--- config.mk ---
export PLATFORM = sky130hd
export DESIGN_NAME = spi_reg_master
export DESIGN_NICKNAME = d
export VERILOG_FILES = /design/src/rtl/spi_reg_master.sv
export SDC_FILE = /design/constraint.sdc
export NUM_CORES = 1
export LEC_CHECK = 0
export BUFFER_PORTS_ARGS = -buffer_cell sky130_fd_sc_hd__buf_2
export CORE_ASPECT_RATIO = 1.5
export CORE_UTILIZATION = 58
export CTS_BUF_LIST = sky130_fd_sc_hd__clkbuf_4
export DETAILED_ROUTE_END_ITERATION = 12
export GPL_ROUTABILITY_DRIVEN = 0
export PLACE_DENSITY = 0.81
export SLEW_MARGIN = 30
export SYNTH_ARGS = -nofsm -noshare
export SYNTH_HDL_FRONTEND = slang
export SYNTH_SLANG_ARGS = --single-unit
--- constraint.sdc ---
create_clock -name i_clk -period 2.5 [get_ports i_clk]
set_input_delay 0.375 -clock i_clk [delete_from_list [all_inputs] [get_ports i_clk]]
set_output_delay 0.375 -clock i_clk [all_outputs]
set_load 0.03 [all_outputs]
--- src/rtl/spi_reg_master.sv ---
`default_nettype none
// ============================================================================
//  Module      : spi_reg_master
//  Description : Host-side controller for the 24-bit SPI register-slave frame
//                protocol. Takes one register read/write per request, sends
//                one frame per write and two frames per read (read + NOP),
//                and returns the read byte on o_rdata.
//  Revision    : 1.0 - initial release
// ============================================================================
module spi_reg_master #(
    parameter int CLK_DIV = 4,  // SCK half-period in i_clk cycles (>= 2)
    parameter int CS_GAP  = 2   // minimum CS-high cycles between transactions (>= 1)
) (
    input  logic       i_clk,
    input  logic       i_nrst,
    input  logic       i_req,
    input  logic       i_we,
    input  logic [7:0] i_addr,
    input  logic [7:0] i_wdata,
    output logic       o_ready,
    output logic       o_done,
    output logic [7:0] o_rdata,
    output logic       o_cs,
    output logic       o_sck,
    output logic       o_copi,
    input  logic       i_cipo
);

    // One counter serves both the SCK phase divider and the CS gap timer.
    localparam int c_CNT_MAX = (CLK_DIV > CS_GAP) ? CLK_DIV : CS_GAP;
    localparam int c_CNT_W   = (c_CNT_MAX > 1) ? $clog2(c_CNT_MAX) : 1;

    localparam logic [c_CNT_W-1:0] c_DIV_LAST = c_CNT_W'(CLK_DIV - 1);
    localparam logic [c_CNT_W-1:0] c_GAP_LAST = c_CNT_W'(CS_GAP - 1);

    localparam logic [7:0] c_CMD_READ  = 8'h01;
    localparam logic [7:0] c_CMD_WRITE = 8'h02;

    localparam logic [4:0] c_LAST_BIT = 5'd23;
    localparam logic [4:0] c_RD_FIRST = 5'd15;
    localparam logic [4:0] c_RD_LAST  = 5'd22;

    localparam logic [2:0] c_ST_IDLE  = 3'd0;
    localparam logic [2:0] c_ST_SETUP = 3'd1;
    localparam logic [2:0] c_ST_SHIFT = 3'd2;
    localparam logic [2:0] c_ST_HOLD  = 3'd3;
    localparam logic [2:0] c_ST_GAP   = 3'd4;

    logic [2:0]         r_state;
    logic [c_CNT_W-1:0] r_cnt;
    logic [4:0]         r_bit;     // index of the frame bit currently on o_copi
    logic               r_frame2;  // second (NOP) frame of a read
    logic               r_last;    // final bit shifted, trailing SCK-low phase
    logic               r_we;
    logic [7:0]         r_addr;
    logic [7:0]         r_wdata;
    logic               r_ready;
    logic               r_done;
    logic [7:0]         r_rdata;
    logic               r_cs;
    logic               r_sck;
    logic               r_copi;

    logic [23:0] w_frame;
    logic [4:0]  w_bit_nx;
    logic        w_next_copi;
    logic [2:0]  w_rd_idx;
    logic        w_rd_win;
    logic        w_div_end;

    // Frame image, LSB-first per field: cmd in b0-7, addr in b8-15, data in b16-23.
    assign w_frame     = {(r_we ? r_wdata : 8'h00), r_addr, (r_we ? c_CMD_WRITE : c_CMD_READ)};
    assign w_bit_nx    = r_bit + 5'd1;
    // The NOP frame of a read is all zeros.
    assign w_next_copi = (!r_frame2 && (r_bit != c_LAST_BIT)) ? w_frame[w_bit_nx] : 1'b0;
    // Bits 15..22 of the NOP frame carry read-data bits 0..7; (b - 15) mod 8 == (b + 1) mod 8.
    assign w_rd_idx    = r_bit[2:0] + 3'd1;
    assign w_rd_win    = r_frame2 && (r_bit >= c_RD_FIRST) && (r_bit <= c_RD_LAST);
    assign w_div_end   = (r_cnt == c_DIV_LAST);

    // Transaction sequencer: handshake, SCK generation, bit shifting and read capture.
    always_ff @(posedge i_clk) begin
        if (!i_nrst) begin
            r_state  <= c_ST_IDLE;
            r_cnt    <= '0;
            r_bit    <= 5'd0;
            r_frame2 <= 1'b0;
            r_last   <= 1'b0;
            r_we     <= 1'b0;
            r_addr   <= 8'h00;
            r_wdata  <= 8'h00;
            r_ready  <= 1'b1;
            r_done   <= 1'b0;
            r_rdata  <= 8'h00;
            r_cs     <= 1'b1;
            r_sck    <= 1'b0;
            r_copi   <= 1'b0;
        end else begin
            r_done <= 1'b0;
            case (r_state)
                c_ST_IDLE: begin
                    if (i_req) begin
                        r_we     <= i_we;
                        r_addr   <= i_addr;
                        r_wdata  <= i_wdata;
                        r_ready  <= 1'b0;
                        r_cs     <= 1'b0;
                        // cmd bit 0 is 1 for read (0x01), 0 for write (0x02)
                        r_copi   <= ~i_we;
                        r_bit    <= 5'd0;
                        r_frame2 <= 1'b0;
                        r_last   <= 1'b0;
                        r_cnt    <= '0;
                        r_state  <= c_ST_SETUP;
                    end
                end

                c_ST_SETUP: begin
                    if (w_div_end) begin
                        r_cnt   <= '0;
                        r_sck   <= 1'b1;
                        r_state <= c_ST_SHIFT;
                    end else begin
                        r_cnt <= r_cnt + 1'b1;
                    end
                end

                c_ST_SHIFT: begin
                    if (!w_div_end) begin
                        r_cnt <= r_cnt + 1'b1;
                    end else begin
                        r_cnt <= '0;
                        if (r_sck) begin
                            // Falling edge: capture read data, then present the next bit.
                            r_sck <= 1'b0;
                            if (w_rd_win) begin
                                r_rdata[w_rd_idx] <= i_cipo;
                            end
                            if (r_bit == c_LAST_BIT) begin
                                r_copi <= 1'b0;
                                if (!r_we && !r_frame2) begin
                                    // Read: roll straight into the NOP frame, CS stays low.
                                    r_frame2 <= 1'b1;
                                    r_bit    <= 5'd0;
                                end else begin
                                    r_last <= 1'b1;
                                end
                            end else begin
                                r_bit  <= w_bit_nx;
                                r_copi <= w_next_copi;
                            end
                        end else if (r_last) begin
                            r_last  <= 1'b0;
                            r_state <= c_ST_HOLD;
                        end else begin
                            r_sck <= 1'b1;
                        end
                    end
                end

                c_ST_HOLD: begin
                    if (w_div_end) begin
                        r_cnt   <= '0;
                        r_cs    <= 1'b1;
                        r_copi  <= 1'b0;
                        r_done  <= 1'b1;
                        r_state <= c_ST_GAP;
                    end else begin
                        r_cnt <= r_cnt + 1'b1;
                    end
                end

                c_ST_GAP: begin
                    if (r_cnt == c_GAP_LAST) begin
                        r_cnt   <= '0;
                        r_ready <= 1'b1;
                        r_state <= c_ST_IDLE;
                    end else begin
                        r_cnt <= r_cnt + 1'b1;
                    end
                end

                default: begin
                    r_state <= c_ST_IDLE;
                    r_cnt   <= '0;
                    r_ready <= 1'b1;
                    r_cs    <= 1'b1;
                    r_sck   <= 1'b0;
                    r_copi  <= 1'b0;
                end
            endcase
        end
    end

    assign o_ready = r_ready;
    assign o_done  = r_done;
    assign o_rdata = r_rdata;
    assign o_cs    = r_cs;
    assign o_sck   = r_sck;
    assign o_copi  = r_copi;

endmodule
`default_nettype wire
==> run summary <==
DP HPWL: 3410 µm
GRT overflow: 0
synthesized netlist net count: 303
cell family with most CP delay: multiplexers
H-tree Lvls: 2
top cells by area, synth: dfxtp_1 (38%), nand2_1 (8.6%), a21oi_1 (8.6%)
Port Buffers: 33
GRT met1 Usage: 33.0%
first-pass GRT wire length: 7940 µm
crit path cell chain: ha_1 -> xnor2_1 -> mux4_2 -> nand3_1 -> nand3_1 -> a32o_1
# nets final: 330
GRT Overall Usage: 25.5%
Critical Path RT: 2.75 ns
post-DR wirelength/cell: 13.7 µm
largest net degree at the start of global routing: 21
Synth Instances: 276
Inserted Diodes: 0
Final setup viols: 0
Critical Path AT: 2.47 ns
Core ar.: 0.00365 mm²
Leak: 0.964 nW
pin slew with the least headroom to its limit: 0.648 ns
# Max-Cap Violations: 0
Top Ports: 34
vias in the first global route: 1832
Netlist cell types: 49
outcome: finished clean
top cell type's share of synthesized area: 38.0%
Max stage delay on crit path: 0.58 ns
initial DRC count: 82
Setup TNS: 0 ns
Max clock buf depth: 2
GR Util met2: 40.5%
First-pass DRT Iterations: 5
Critical Path End Type: flip-flop
Post-Layout Cell Count: 347
Sink Count: 42
Synth area leader: dfxtp_1
nature of the critical path startpoint: flip-flop
CP bufs+invs: 0
most frequent cells in the layout: nand2_1 (51), dfxtp_1 (42), a21oi_1 (38)
CP max stage cell: mux4_2
Crit Path Category: flip-flop to flip-flop
vias per inst: 5.88
Design Area, Final: 0.00243 mm²
RSZ-0062 raised after global routing: false
Die ar.: 0.00407 mm²
Initial Utilization: 60.7%
initial antenna violation count: 0
DR vias: 2040
Max Fanout on Critical Path: 7
post-layout min period: 2.22 ns
GR Util met3: 4.71%
Rel. slew slack: 56.7%
clk_lat worst skew: 0.35 ns
# resized after CTS: 0
VDD IR max: 0.000494 V
synth-to-layout area growth: 9.72%
Area after DPL: 0.00237 mm²
Syn Area/Cell: 8.02 µm²
Hold Crit Class: input pin to flip-flop
Worst path most repeated cell: nand3_1
Rows: 27
# hold bufs at CTS: 0
register area share after synthesis: 38.0%
Die Width: 52.5 µm
Cell Area, Synth: 0.00221 mm²
root buffer cell: clkbuf_4
ANT nets after route: 0
CTS buffer count: 5
layout cell share with drive strength beyond 1: 18.4%
clock skew: 0.00905 ns
placed insts: 339
CTS tree: done
YS warnings: 0
Final Cycle Share: 88.8%
number of remaining DRC errors: 0
die height: 77.7 µm
power density over the cells: 489 mW/mm²
f_max: 451 MHz
GRT Max-Usage Layer: met2
final WL: 4750 µm
Pins Over Slew Limit: 0
# Post-CTS Setup Buffers: 0
Fillers: 335
#FFs+latches synth: 42
commonest non-fill, non-tap cell in the layout: nand2_1
CTS clk-pin slew, worst paths: 0.12 ns
Hold Vio Cnt, Final: 0
## per-stage QoR
stage	total power, mW	utilization [%]	hold slack, ns	setup slack, ns
6_report	1.19	66.6	0.254	0.281
3_5_place_dp	0.885	65.1	0.448	0.310
2_1_floorplan	0.842	-	0.433	0.313
3_3_place_gp	0.882	65.1	0.439	0.331
4_1_cts	1.20	66.4	0.243	0.279
5_1_grt	1.25	66.6	0.225	0.116
## path summary, 6_finish.rpt
path              startpoint  slack [ns]  cells past startpoint         to
setup / recovery    r_bit[1]        0.28                      6     o_copi
hold / removal     i_addr[0]        0.25                      3  r_addr[0]
setup reg to reg    r_bit[1]        0.28                      6     o_copi
hold reg to reg    r_addr[4]        0.46                      2  r_addr[4]
## layer usage
metal  up-vias  share of wire, %  wire (µm)
met2        41                51       2420
met3         6               2.9        139
met4         0               1.5         69
li1       1032                 -          -
met5         -                 0          0
met1       961                45       2120
## cell families (layout without fill, tap and decap cells)
logic type,Yosys count,in the layout,synth area share [%]
xor gates and xnor gates,5,5,1.98
and+or+nand+nor,121,121,26.7
buffers and inverters,26,54,5.71
AOI/OAI and AO/OA,72,72,20.2
DFF,42,42,38.0
adders and majority gates,6,6,3.39
muxes,4,4,4.07
## cells in the mapped netlist, drive strengths merged
library cell	n
nand2	52
dfxtp	42
a21oi	38
nor2	22
nand4	11
clkbuf	10
o21ai	10
nand3	9
buf	8
inv	7
ha	6
mux4	4
nor3	4
or3	4
a211oi	3
a31oi	3
nand2b	3
o21a	3
o31ai	3
xor2	3
a21boi	2
and2	2
and3	2
nor3b	2
o41ai	2
or2	2
or4	2
or4b	2
xnor2	2
a2111oi	1
a211o	1
a21o	1
a32o	1
a41oi	1
and3b	1
and4b	1
clkinv	1
nand4b	1
nor2b	1
o211ai	1
o22a	1
o22ai	1
## sequential cells by signal, indices dropped and copies added (netlist names)
name and cells:
o_done 1, o_ready 1, o_cs 1, r_wdata 8
r_addr 8, r_state 3, o_sck 1, r_we 1
o_rdata 8, r_cnt 2, r_last 1, r_bit 5
o_copi 1, r_frame2 1
## report_power, final
| part | internal, mW | switching (mW) | leakage, nW |
|---|---|---|---|
| Clock | 0.101 | 0.216 | 0.0277 |
| Combinational | 0.0626 | 0.0897 | 0.594 |
| Sequential | 0.696 | 0.0244 | 0.342 |
| Total | 0.859 | 0.330 | 0.964 |
## tightest hold or removal path: stages
cell and delay (ns):
buf_2 0.10, nand2_1 0.04, a21oi_1 0.05
## cell type report
class,count,area [µm²],share of cell area (%)
Clock buffer,5,37.5,1.54
Clock inverter,3,11.3,0.463
Inverter,8,30.0,1.24
Multi-Input combinational cell,208,1250,51.6
Sequential cell,42,841,34.6
Tap cell,43,53.8,2.21
Timing Repair Buffer,38,203,8.34
(Power assumes the default switching activity.)
